$ cat config.mk
export PLATFORM = sky130hd
export DESIGN_NAME = cnn_dma_wr_slave
export DESIGN_NICKNAME = d
export VERILOG_FILES = /design/src/rtl/cnn_dma_wr_slave.sv
export SDC_FILE = /design/constraint.sdc
export NUM_CORES = 1
export LEC_CHECK = 0
export CAP_MARGIN = 20
export CORE_ASPECT_RATIO = 2
export CORE_MARGIN = 2
export CORE_UTILIZATION = 30
export CTS_CLUSTER_DIAMETER = 30
export DETAILED_ROUTE_END_ITERATION = 7
export PLACE_DENSITY_LB_ADDON = 0.05
export SETUP_SLACK_MARGIN = 0.5
export SLEW_MARGIN = 20
export SYNTH_ARGS = -nofsm -noshare
export SYNTH_HDL_FRONTEND = slang
export SYNTH_SLANG_ARGS = --single-unit
export TNS_END_PERCENT = 20
$ cat constraint.sdc
create_clock -name clk -period 2.6 [get_ports clk]
set_input_delay 0.78 -clock clk [delete_from_list [all_inputs] [get_ports clk]]
set_output_delay 0.78 -clock clk [all_outputs]
set_load 0.01 [all_outputs]
$ cat src/rtl/cnn_dma_wr_slave.sv
// AXI write-burst responder for the CNN accelerator: steers data beats into the image,
// weight or bias buffers and turns DMA mapping writes into load-done flags and a start pulse.
module cnn_dma_wr_slave #(
  parameter int unsigned IMG_DEPTH = 3072,
  parameter int unsigned W_DEPTH   = 1024,
  parameter int unsigned B_DEPTH   = 64,
  parameter int unsigned IDX_W     = 12
) (
  input  logic             clk,
  input  logic             rst,
  input  logic [31:0]      AWADDR,
  input  logic [3:0]       AWLEN,
  input  logic             AWVALID,
  output logic             AWREADY,
  input  logic [31:0]      WDATA,
  input  logic             WLAST,
  input  logic             WVALID,
  output logic             WREADY,
  output logic [1:0]       BRESP,
  output logic             BVALID,
  input  logic             BREADY,
  input  logic             buf_ready,
  output logic [2:0]       buf_we,
  output logic [IDX_W-1:0] buf_idx,
  output logic [31:0]      buf_wdata,
  output logic             img_done,
  output logic             w_done,
  output logic             b_done,
  output logic             cnn_start,
  input  logic             done_clr
);

  // One extra offset bit so a burst running past the end of a region never wraps back in range
  localparam int unsigned OW = IDX_W + 1;
  localparam logic [OW-1:0] IMG_D = OW'(IMG_DEPTH);
  localparam logic [OW-1:0] W_D   = OW'(W_DEPTH);
  localparam logic [OW-1:0] B_D   = OW'(B_DEPTH);
  localparam logic [OW-1:0] OFF_MAX = '1;

  typedef enum logic [1:0] {S_IDLE, S_DATA, S_RESP} state_t;
  typedef enum logic [2:0] {R_NONE, R_IMG, R_W, R_B, R_MAP} region_t;

  state_t        state, state_n;
  region_t       region, region_n;
  logic [OW-1:0] offset, offset_n;
  logic [3:0]    cnt, cnt_n;
  logic          err, err_n;
  logic          overrun, overrun_n;
  logic          map_first, map_first_n;
  logic [15:0]   addr_lo, addr_lo_n;

  logic             awready_q, awready_n;
  logic             bvalid_q, bvalid_n;
  logic [1:0]       bresp_q, bresp_n;
  logic [2:0]       we_q, we_n;
  logic [IDX_W-1:0] idx_q, idx_n;
  logic [31:0]      wdata_q, wdata_n;
  logic             img_q, img_n, w_q, w_n, b_q, b_n;
  logic             all_d, start_q, start_n;

  logic          wready_c;
  logic          hs_c;
  logic          extra_c;
  logic [OW-1:0] depth_c;
  logic          set_img, set_w, set_b;

  always_ff @(posedge clk) begin
    if (rst) begin
      state     <= S_IDLE;
      region    <= R_NONE;
      offset    <= '0;
      cnt       <= '0;
      err       <= 1'b0;
      overrun   <= 1'b0;
      map_first <= 1'b0;
      addr_lo   <= '0;
      awready_q <= 1'b0;
      bvalid_q  <= 1'b0;
      bresp_q   <= 2'b00;
      we_q      <= '0;
      idx_q     <= '0;
      wdata_q   <= '0;
      img_q     <= 1'b0;
      w_q       <= 1'b0;
      b_q       <= 1'b0;
      all_d     <= 1'b0;
      start_q   <= 1'b0;
    end else begin
      state     <= state_n;
      region    <= region_n;
      offset    <= offset_n;
      cnt       <= cnt_n;
      err       <= err_n;
      overrun   <= overrun_n;
      map_first <= map_first_n;
      addr_lo   <= addr_lo_n;
      awready_q <= awready_n;
      bvalid_q  <= bvalid_n;
      bresp_q   <= bresp_n;
      we_q      <= we_n;
      idx_q     <= idx_n;
      wdata_q   <= wdata_n;
      img_q     <= img_n;
      w_q       <= w_n;
      b_q       <= b_n;
      all_d     <= img_q & w_q & b_q;
      start_q   <= start_n;
    end
  end

  always_comb begin
    state_n     = state;
    region_n    = region;
    offset_n    = offset;
    cnt_n       = cnt;
    err_n       = err;
    overrun_n   = overrun;
    map_first_n = map_first;
    addr_lo_n   = addr_lo;
    we_n        = '0;
    idx_n       = idx_q;
    wdata_n     = wdata_q;
    set_img     = 1'b0;
    set_w       = 1'b0;
    set_b       = 1'b0;

    // Map and unmapped regions never back-pressure; real buffers follow buf_ready
    wready_c = 1'b0;
    if (state == S_DATA)
      wready_c = (region == R_MAP || region == R_NONE) ? 1'b1 : buf_ready;
    hs_c    = WVALID & wready_c;
    extra_c = overrun | ((cnt == 4'd0) & ~WLAST);

    case (region)
      R_IMG:   depth_c = IMG_D;
      R_W:     depth_c = W_D;
      R_B:     depth_c = B_D;
      default: depth_c = '0;
    endcase

    case (state)
      S_IDLE: begin
        if (AWVALID && awready_q) begin
          case (AWADDR[31:16])
            16'hD555: region_n = R_IMG;
            16'hD333: region_n = R_W;
            16'hD444: region_n = R_B;
            16'hDCCC: region_n = R_MAP;
            default:  region_n = R_NONE;
          endcase
          err_n       = (AWADDR[31:16] != 16'hD555) && (AWADDR[31:16] != 16'hD333) &&
                        (AWADDR[31:16] != 16'hD444) && (AWADDR[31:16] != 16'hDCCC);
          offset_n    = {1'b0, AWADDR[IDX_W+1:2]};
          cnt_n       = AWLEN;
          overrun_n   = 1'b0;
          map_first_n = 1'b1;
          addr_lo_n   = AWADDR[15:0];
          state_n     = S_DATA;
        end
      end
      S_DATA: begin
        if (hs_c) begin
          offset_n = (offset == OFF_MAX) ? offset : OW'(offset + OW'(1));
          cnt_n    = (cnt == 4'd0) ? 4'd0 : 4'(cnt - 4'd1);
          if (extra_c) begin
            err_n     = 1'b1;
            overrun_n = 1'b1;
          end else begin
            case (region)
              R_IMG, R_W, R_B: begin
                if (offset < depth_c) begin
                  we_n    = (region == R_IMG) ? 3'b001 : (region == R_W) ? 3'b010 : 3'b100;
                  idx_n   = offset[IDX_W-1:0];
                  wdata_n = WDATA;
                end else begin
                  err_n = 1'b1;
                end
              end
              R_MAP: begin
                map_first_n = 1'b0;
                if (map_first && WDATA == 32'd1 && addr_lo == 16'hFFFF)      set_img = 1'b1;
                else if (map_first && WDATA == 32'd1 && addr_lo == 16'h0000) set_w   = 1'b1;
                else if (map_first && WDATA == 32'd1 && addr_lo == 16'h1111) set_b   = 1'b1;
                else err_n = 1'b1;
              end
              default: err_n = 1'b1;
            endcase
          end
          if (WLAST) begin
            state_n = S_RESP;
            if (cnt != 4'd0) err_n = 1'b1;
          end
        end
      end
      S_RESP: begin
        if (BREADY) state_n = S_IDLE;
      end
      default: state_n = S_IDLE;
    endcase

    awready_n = (state_n == S_IDLE);
    bvalid_n  = (state_n == S_RESP);
    bresp_n   = (state_n == S_RESP) ? {err_n, 1'b0} : 2'b00;

    // Sticky flags: a set in the same cycle as done_clr wins
    img_n   = set_img | (img_q & ~done_clr);
    w_n     = set_w   | (w_q   & ~done_clr);
    b_n     = set_b   | (b_q   & ~done_clr);
    start_n = img_q & w_q & b_q & ~all_d;
  end

  assign AWREADY   = awready_q;
  assign WREADY    = wready_c;
  assign BVALID    = bvalid_q;
  assign BRESP     = bresp_q;
  assign buf_we    = we_q;
  assign buf_idx   = idx_q;
  assign buf_wdata = wdata_q;
  assign img_done  = img_q;
  assign w_done    = w_q;
  assign b_done    = b_q;
  assign cnn_start = start_q;

endmodule

==> results.ini, run 1 <==
[grt]
grt_use_total_pct=19.5
met1_usage_pct=20.5
grt_max_degree=48
gr-max-usage-layer=met2
grt_pass1_vias=4681
globalRoute.totalOverflow=0
antenna_found_initial=0
met3_usage_pct=2.85
gr-usage-met2_pct=36.5
grt_pass1_wl_mm=23.5

[logic_synthesis]
synthesis.nets=614
yosysMostFrequentCell=dfxtp_1
yosysTopAreaCell=dfxtp_1
syn_area_sq_um=4350
ys_warn_count=0
synth_area_leaders=dfxtp_1 44%, a21oi_1 9.3%, nand3_1 6.1%
avgSynthCellArea_sq_um=8.13
synth.distinct_cells=59
netlist.area_leader.share_pct=44.2
synth_edf_count=0
synthArstFlopShare_pct=0
synthTopCellsByCount=96 x dfxtp_1, 81 x a21oi_1, 53 x nand3_1
syn_inst=535
ys.flop_type=dfxtp_1
synth-seq-cells=96
ys_seq_area_share_pct=44.2

[flow_run]
max_cap_viol_count=0

[cts]
htreeDepth=3
insertion_delay_ps=340
cts_tree=yes
clock-sinks=96
cts_buffers=9
cts.clk_slew.worst_paths_ps=70
clock_path_buffers=2
root_buffer=clkbuf_16
hold_buffers=0

[critical_path]
path_cells=inv_2 -> or3_4 -> ha_4 -> or4_4 -> or4_4 -> clkbuf_16 -> o21ai_1 -> a21oi_1
cpPeakStageDelay_ps=540
crit_type=reg -> reg
crit_path_frequent_cell=or4_4
critPathMaxFanout=13
crit_required_ps=2820
crit_path_top_delay_cell=or4_4
endpoint_kind=register
critPathLaunchType=register
crit_arrival_ps=2720

[pwr]
p_per_area_nw_per_um2=525
finalPower_mw=3.51
peakVddDrop_uv=355
p_leak_nw=2.28

[routing]
vias_per_cell=5.23
remaining_drc_errors=0
num_vias=4724
first_iter_violations=163
wl_mm=15.5
firstDrtPassIters=4
avgRoutedWirePerCell_um=17.1
ant_nets=0

[timing]
relSlewSlack_pct=38.5
setup_violations=0
rsz0062_at_grt=true
finalHoldViolCount=0
whs_ps=383
worst_slew_pin_slew_ps=922
skew_ps=6.88
period_needed_ps=2500
finalSetupTns_ps=0
max_freq_mhz=400
slew_violations=0
fin_crit_sh_pct=96.1

[floorplan]
die_x_um=89.1
ios=132
die_area_sq_um=15500
initial_utilization_pct=30.5
placementRows=62
design.core.area_sq_um=14300
fp.dieH_um=174

[layout]
area_growth_pct=53.7
n_antenna_cell=0
multi_input_comb_area_sq_um=2300
layout.nets=786
stdcell_count=904
register_area_sq_um=1930
fillers=1456
drive_gt1_share_pct=16.9

[placement]
port_buffers=130
place_inst=870
gp_congestion=0.852
dpl.hpwl_mm=11.2

[min_path]
min_path_type=reg -> reg

[status]
outcome=completed

## what timing repair did
item | in CTS | in global routing
buffers inserted | 13 | 3
pin swaps | 10 | 1
cloned | 0 | 2
gates resized for setup | 25 | 13
endpoints found under the setup margin | 67 | 69
## final timing paths
path	from	endpoint	slack (ps)	depth (start not counted)
worst max-delay path	region[0]	buf_wdata[0]	100	8
worst min-delay path	all_d	cnn_start	380	1
worst max register to register	region[0]	buf_wdata[0]	100	8
worst min register to register	all_d	cnn_start	380	1
## flip-flops by register name, summed over array words and instances (netlist names), 2 cells and up
name and flops:
addr_lo 16, buf_idx 12, buf_wdata 32, buf_we 3, cnt 4, offset 13, region 3, state 2
## routing by layer
layer	up-vias	wire length, um
met5	-	0
met1	2236	5650
met2	148	8620
met3	21	672
met4	0	537
li1	2319	-
## area by class of cell
cell class	instances	area share, %
Multi-Input combinational cell	395	34.4
Sequential cell	96	28.8
Timing Repair Buffer	202	28.8
Clock buffer	11	3.63
Tap cell	192	3.59
Clock inverter	5	0.599
Inverter	3	0.168
## report_power, final
group	internal [mW]	switching, mW	leakage [nW]	total (mW)
logic	0.301	0.357	1.38	0.658
clock network	0.682	0.604	0.128	1.29
registers	1.52	0.0508	0.779	1.57
total	2.50	1.01	2.28	3.51
## cell usage in the layout, fill, tap and decap left out, types with 5 or more instances in the layout
cell	n
a211oi_1	5
a21oi_1	80
buf_12	5
buf_4	64
clkbuf_16	11
clkdlybuf4s50_1	119
dfxtp_1	94
dlygate4sd2_1	8
nand2_1	48
nand2b_1	10
nand3_1	53
nand4_1	8
nor2_1	23
nor3_1	16
nor4_1	12
o21ai_0	18
o21ai_1	39
## cells by family (layout without fill, tap and decap cells)
| logic type | after synthesis | after routing | synth area share (%) |
|---|---|---|---|
| XOR/XNOR | 1 | 1 | 0.201 |
| adder cells (fa/ha/maj) | 3 | 3 | 0.863 |
| AO/OA/AOI/OAI | 177 | 177 | 23.2 |
| flip-flops | 96 | 96 | 44.2 |
| buffers and inverters | 44 | 221 | 5.52 |
| AND/OR/NAND/NOR | 213 | 213 | 26.0 |
| other | 1 | 1 | 0.0862 |
## worst max-delay path, delay by kind of cell (launching register included)
family	cells	cell delay, ps
simple gates	3	1370
fa+ha+maj	1	170
buf+inv	2	260
compound gates	2	230
flops	1	350
## through the flow
step	setup WS, ps	utilization [%]	instance area (sq um)
global placement	-292	42.9	6130
global route	63.4	46.8	6680
CTS	95.4	46.1	6580
finish	102	46.8	6680
detailed placement	-281	42.9	6130
floorplan	210	-	4360
(Power assumes the default switching activity.)
==> run 2: changes to the inputs <==
--- a/config.mk
+++ b/config.mk
@@ -5,7 +5,6 @@
 export SDC_FILE = /design/constraint.sdc
 export NUM_CORES = 1
 export LEC_CHECK = 0
-export CAP_MARGIN = 20
 export CORE_ASPECT_RATIO = 2
 export CORE_MARGIN = 2
 export CORE_UTILIZATION = 30
==> results of run 2 <==
Final layout, timing and power as in run 1 (identical DEF).
==> patch 1 (flow settings as in run 1) <==
Set the parameter `IDX_W` to 11 (it was 12).
--- a/src/rtl/cnn_dma_wr_slave.sv
+++ b/src/rtl/cnn_dma_wr_slave.sv
@@ -6,3 +6,3 @@
   parameter int unsigned B_DEPTH   = 64,
-  parameter int unsigned IDX_W     = 12
+  parameter int unsigned IDX_W     = 11
 ) (
Ports: changed (resized buf_idx); port bits go from 132 to 131. No check against the original RTL was run, so the function may have changed too.
==> patch 1 against run 1 <==
Power shrank 7.6%; sequential cell count shrank 2; highest routed layer unchanged; wire length is 15% lower; clock skew barely moved; first-iteration DRC count shrank 0.61%; fmax up 12%; synthesized area fell by 6.6%; count of clock-buffer cells in the layout unchanged; critical path type unchanged; design area fell by 5.5%; worst setup slack improved by 0.27 ns.
==> patch 1: results (changes against run 1) <==
The average detailed-routed wire length per instance was 15.69 um (-8.4%). Routed signal wires occupy layers up through met4. The proportion of total power due to net switching works out to 26.24% (-2.6 points). For the worst setup slack for register-to-register paths, the log shows 0.37 ns (+0.27 ns). The power density relative to cell area is 513.4 nW/um^2 (-2.3%), and the detailed route wirelength on metal2 is 7457 um (-13%).

The tools report the critical register-to-register path endpoint as buf_wdata[11]. The number of global-route vias before repair is 4137 (-12%), and the starting DRC count in detailed routing is 162 (-0.61%). The met3 routing resource usage after global routing was 2.243% (-0.61 points).

For the number of nets produced by synthesis, the log shows 604 (-1.6%). The maximum number of pins on one net before global-route repair is 40 (-17%), and the post-layout net count is 756 (-3.8%). The number of port buffers is 129 (-0.77%). The run gives 34.68% (-1.8 points) as the global routing met2 resource utilization.

In this run the critical register-to-register path is launched from region[2]. The tools report the count of endpoints failing hold in the final timing report as 0 (unchanged). The ratio of cells with drive above 1 in the final layout was 17.16% (+0.30 points). For the global-route wire length before repair, the log shows 20580 um (-13%). The cell count of the worst hold path works out to 1 (unchanged). The tools report the start point of the worst min-delay path as all_d.

The amount of wire on met3 after detailed routing was 423 um (-37%); the post-synthesis sequential area ratio was 46.35% (+2.1 points). The number of post-CTS setup repair buffers was 7 (-6). The logs give 13.9% (-4.9 points) for the power share of the combinational group and 0.3666 mV (+3.4%) for the peak supply drop. The family of cells with the greatest summed delay on the critical path was compound AO/OA/AOI/OAI gates. The number of gates resized after CTS was 120 (+380%); the final HPWL from detailed placement was 9797 um (-12%). The slowest cell on the critical path was or3b_4. Ranked by instance count, the synthesized netlist is headed by 143 x nand2_1, 94 x dfxtp_1, 83 x a21oi_1, 40 x nor2_1, 20 x clkbuf_1. The aggregate global-route resource usage was 18.00% (-1.5 points). The standby leakage power was 2.276 nW (-0.35%). The number of search-and-repair iterations in the first detailed-routing pass is 5 (+1).

For the arrival time reported for the critical path endpoint, the log shows 2.49 ns (-0.23 ns). By area the synthesized netlist is led by dfxtp_1 46%, nand2_1 13%, a21oi_1 10%, nor2_1 3.7%, nor4_1 2.6%. The number of distinct library cell variants in the gate-level netlist after synthesis came out at 51 (-14%). The routability-driven placement congestion ratio is 0.7969 (-6.5%), and the largest fanout on the critical path is 22 (+9). The number of antenna violations at the first check in global routing is 0 (unchanged). The delay of the slowest cell on the worst path works out to 0.41 ns (-0.13 ns). The routed via count was 4265 (-9.7%).

The run gives 19.00% (-1.5 points) as the met1 usage in global routing. The flow ran to the end, and the final reports show no timing, DRC or antenna violations. The run gives 0.006712 ns (-0.0001698 ns) as the maximum clock skew at final layout. The relative contribution of the clock network to total power is 39.1% (+2.5 points), and the worst reg-to-reg path cell count is 8 (unchanged). The wire length the detailed router placed on met1 is 4930 um (-13%), and the worst slack after detailed placement is -0.7319 ns (-0.4512 ns).

The fraction of registers with async set/reset is 0% (unchanged), and the slew at the pin with the worst max-slew slack is 0.5771 ns (-0.3448 ns).
-- patch 1: cell count changes after synthesis, sizes merged, moves of 6 or more --
| cell | change |
|---|---|
| nand2 | +96 |
| nand3 | -45 |
| nand2b | -8 |
| nor2 | +17 |
| o21ai | -49 |
| buf | -7 |
| a22oi | +6 |
-- patch 1: metrics by stage --
| stage | hold slack, ns | instances | utilization [%] | instance area, sq um |
|---|---|---|---|---|
| floorplan | 0.3674 | 525 | - | 4076 |
| global placement | 0.3736 | 808 | 42.58 | 5690 |
| detailed placement | 0.3781 | 808 | 42.58 | 5690 |
| CTS | 0.3879 | 832 | 46.46 | 6208 |
| global route | 0.4087 | 837 | 47.28 | 6319 |
| finish | 0.3846 | 837 | 47.28 | 6319 |
-- patch 1: how the worst max path moves through the flow --
stage,start,end,slack [ns]
global placement,WDATA[20],BRESP[1],-0.69
finish,region[2],buf_wdata[11],0.37
detailed placement,WDATA[20],err,-0.73
CTS,offset[0],offset[6],0.34
global route,region[2],buf_wdata[6],0.26
floorplan,region[0],buf_idx[6],0.46
-- patch 1: logic make-up (layout without fill, tap and decap cells) --
kind of cell               after synthesis  count (layout)  synth area share (%)
and+or+nand+nor                        270             270                 30.79
AOI/OAI and AO/OA                      120             120                 16.80
DFF                                     94              94                 46.35
xor gates and xnor gates                 3               3                0.6473
adders and majority gates                3               3                0.9246
other                                    1               1               0.09236
buffers and inverters                   34             191                 4.407
-- patch 1: area by class of cell --
| type | count | area (sq um) |
|---|---|---|
| fillers | 1385 | 7044 |
| multi-input cells | 397 | 2286 |
| flip-flops and latches | 94 | 1893 |
| repair buffers | 175 | 1660 |
| clock buffers | 11 | 242.7 |
| well taps | 155 | 193.9 |
| clock inverters | 5 | 42.54 |
==> patch 2 (config.mk and constraints of run 1) <==
Without the edit above. Encoding of `region_t`: now one-hot (5 bits for 5 values).
--- a/src/rtl/cnn_dma_wr_slave.sv
+++ b/src/rtl/cnn_dma_wr_slave.sv
@@ -40,3 +40,3 @@
   typedef enum logic [1:0] {S_IDLE, S_DATA, S_RESP} state_t;
-  typedef enum logic [2:0] {R_NONE, R_IMG, R_W, R_B, R_MAP} region_t;
+  typedef enum logic [4:0] {R_NONE = 5'b00001, R_IMG = 5'b00010, R_W = 5'b00100, R_B = 5'b01000, R_MAP = 5'b10000} region_t;
 
Check against the original RTL: same outputs for any inputs over 4 cycles, from zero or initial values and one cycle with rst high; so few cycles prove little.
==> patch 2 against run 1 <==
Count of clock-buffer cells in the layout did not move; die area increased by 3.3%; sequential cell count up 2; clock skew grew 0.0026 ns; critical path type unchanged; wire length fell by 2.2%; design area up 0.71%; worst setup slack got worse by 0.094 ns; critical endpoint is now buf_idx[5]; combinational power shrank 15%; critical path depth is 2 higher; power is 1.6% lower; largest cell class unchanged; synthesized area up 3.4%.
==> patch 2: results (changes against run 1) <==
The peak supply drop came out at 0.3168 mV (-11%). The number of nets produced by synthesis came out at 637 (+3.7%). The standby leakage power is 2.285 nW (about the same), and the ratio of cells with drive above 1 in the final layout is 14.49% (-2.4 points). The run gives 4949 (+5.7%) as the number of global-route vias before repair. Ranked by total cell area, the synthesized netlist is headed by dfxtp_1 44%, a21oi_1 9.1%, nand3_1 6.6%, o21ai_1 4.3%, nand2_1 4.3%. The detail-routed via count per cell is 5.257 (+0.60%). Counting instances in the post-synthesis netlist gives the leading cell types as 98 x dfxtp_1, 82 x a21oi_1, 59 x nand3_1, 51 x nand2_1, 39 x o21ai_1. The worst reg-to-reg path cell count is 10 (+2), and the met3 routing resource usage after global routing is 3.365% (+0.52 points).

The worst register-to-register path begins at region[3]. The tools report the worst slack on hold paths as 0.3875 ns (+0.004614 ns). Number of distinct library cell variants in the gate-level netlist after synthesis: 60 (+1.7%). The largest fanout on the critical path works out to 22 (+9). The final cycle utilization of the critical path is 99.71% (+3.6 points).

The tools report the worst slack after detailed placement as -0.2450 ns (+0.03569 ns). The logs give 785 (-0.13%) for the post-layout net count and 19.13% (-1.4 points) for the met1 usage in global routing. The maximum clock skew at final layout was 0.009470 ns (+0.002589 ns); the number of post-CTS setup repair buffers was 0 (-13).

The aggregate global-route resource usage was 19.10% (-0.42 points); the global routing met2 resource utilization was 37.94% (+1.5 points). The run gives 0.8291 (-2.7%) as the routability-driven placement congestion ratio. The starting DRC count in detailed routing was 227 (+39%). The flow ran to the end, and the final reports show no timing, DRC or antenna violations. The final HPWL from detailed placement was 11270 um (+0.69%). Maximum number of pins on one net before global-route repair: 58 (+21%).
[patch 2: cell types whose count changed in the layout (fill, tap and decap cells not counted), moves of 4 or more]
| cell | run 1 | this run |
|---|---|---|
| o21ai_0 | 18 | 6 |
| o311ai_0 | 0 | 4 |
| o31ai_1 | 1 | 7 |
| buf_4 | 64 | 41 |
| inv_1 | 2 | 7 |
| o21ai_2 | 2 | 17 |
| nor3_1 | 16 | 11 |
| nor2_1 | 23 | 29 |
| nand3_1 | 53 | 58 |
| dlygate4sd2_1 | 8 | 1 |
| nor4_1 | 12 | 19 |
| clkdlybuf4s50_1 | 119 | 127 |
| o21ai_1 | 39 | 29 |
[patch 2: logic make-up (layout without fill, tap and decap cells)]
group | Yosys count | count (layout) | synth area share (%)
other cells | 1 | 1 | 0.08339
fa+ha+maj | 3 | 3 | 0.8348
mux | 1 | 1 | 0.2504
buf+inv | 49 | 202 | 5.259
compound gates | 178 | 178 | 23.40
xor+xnor | 3 | 3 | 0.5844
flops | 98 | 98 | 43.63
simple gates | 225 | 225 | 25.96
[patch 2: critical path, stage by stage, from the launching register on]
cell	delay (ns)
dfxtp_2	0.32
or3_4	0.39
or2_4	0.26
ha_4	0.21
and4bb_2	0.26
a2111oi_4	0.35
buf_4	0.19
o21ai_4	0.08
buf_12	0.16
o21ai_1	0.14
a21oi_1	0.07
[patch 2: stage by stage]
step | power [mW] | utilization [%] | cells | setup TNS (ns) | cell area [sq um]
6_report | 3.453 | 45.67 | 906 | 0 | 6731
5_1_grt | 3.622 | 45.67 | 906 | -2.739 | 6731
4_1_cts | 3.490 | 45.06 | 906 | 0 | 6643
3_5_place_dp | 2.188 | 42.58 | 889 | -2.507 | 6276
3_3_place_gp | 2.179 | 42.58 | 889 | -1.265 | 6276
2_1_floorplan | 1.892 | - | 558 | 0 | 4524
[patch 2: power groups by stage]
stage | combinational [mW] | clock, mW | sequential [mW]
after CTS | 0.562 | 1.33 | 1.60
after detailed placement | 0.557 | 0 | 1.63
after global placement | 0.551 | 0 | 1.63
final | 0.561 | 1.29 | 1.60
after global routing | 0.614 | 1.40 | 1.61
after floorplan | 0.270 | 0 | 1.62
[patch 2: area by class of cell]
cell class,count,area (sq um),share of cell area [%]
sequential,98,1963,29.16
tap,195,244.0,3.625
clock inverter,5,45.04,0.6691
timing repair buffer,179,1764,26.21
inverter,7,26.28,0.3903
multi-input combinational,411,2446,36.34
clock buffer,11,242.7,3.606
[patch 2: layer usage]
layer	share of wire, %	wire length (um)
met3	4.0	602
met5	0	0
met2	56	8472
met4	2.9	434
met1	37	5635
[patch 2: timing repair]
item                                    in CTS  in global routing
gates cloned                                 1                  0
endpoints found under the setup margin      55                 69
gates resized for setup                     20                 20
pin swaps                                    3                 12
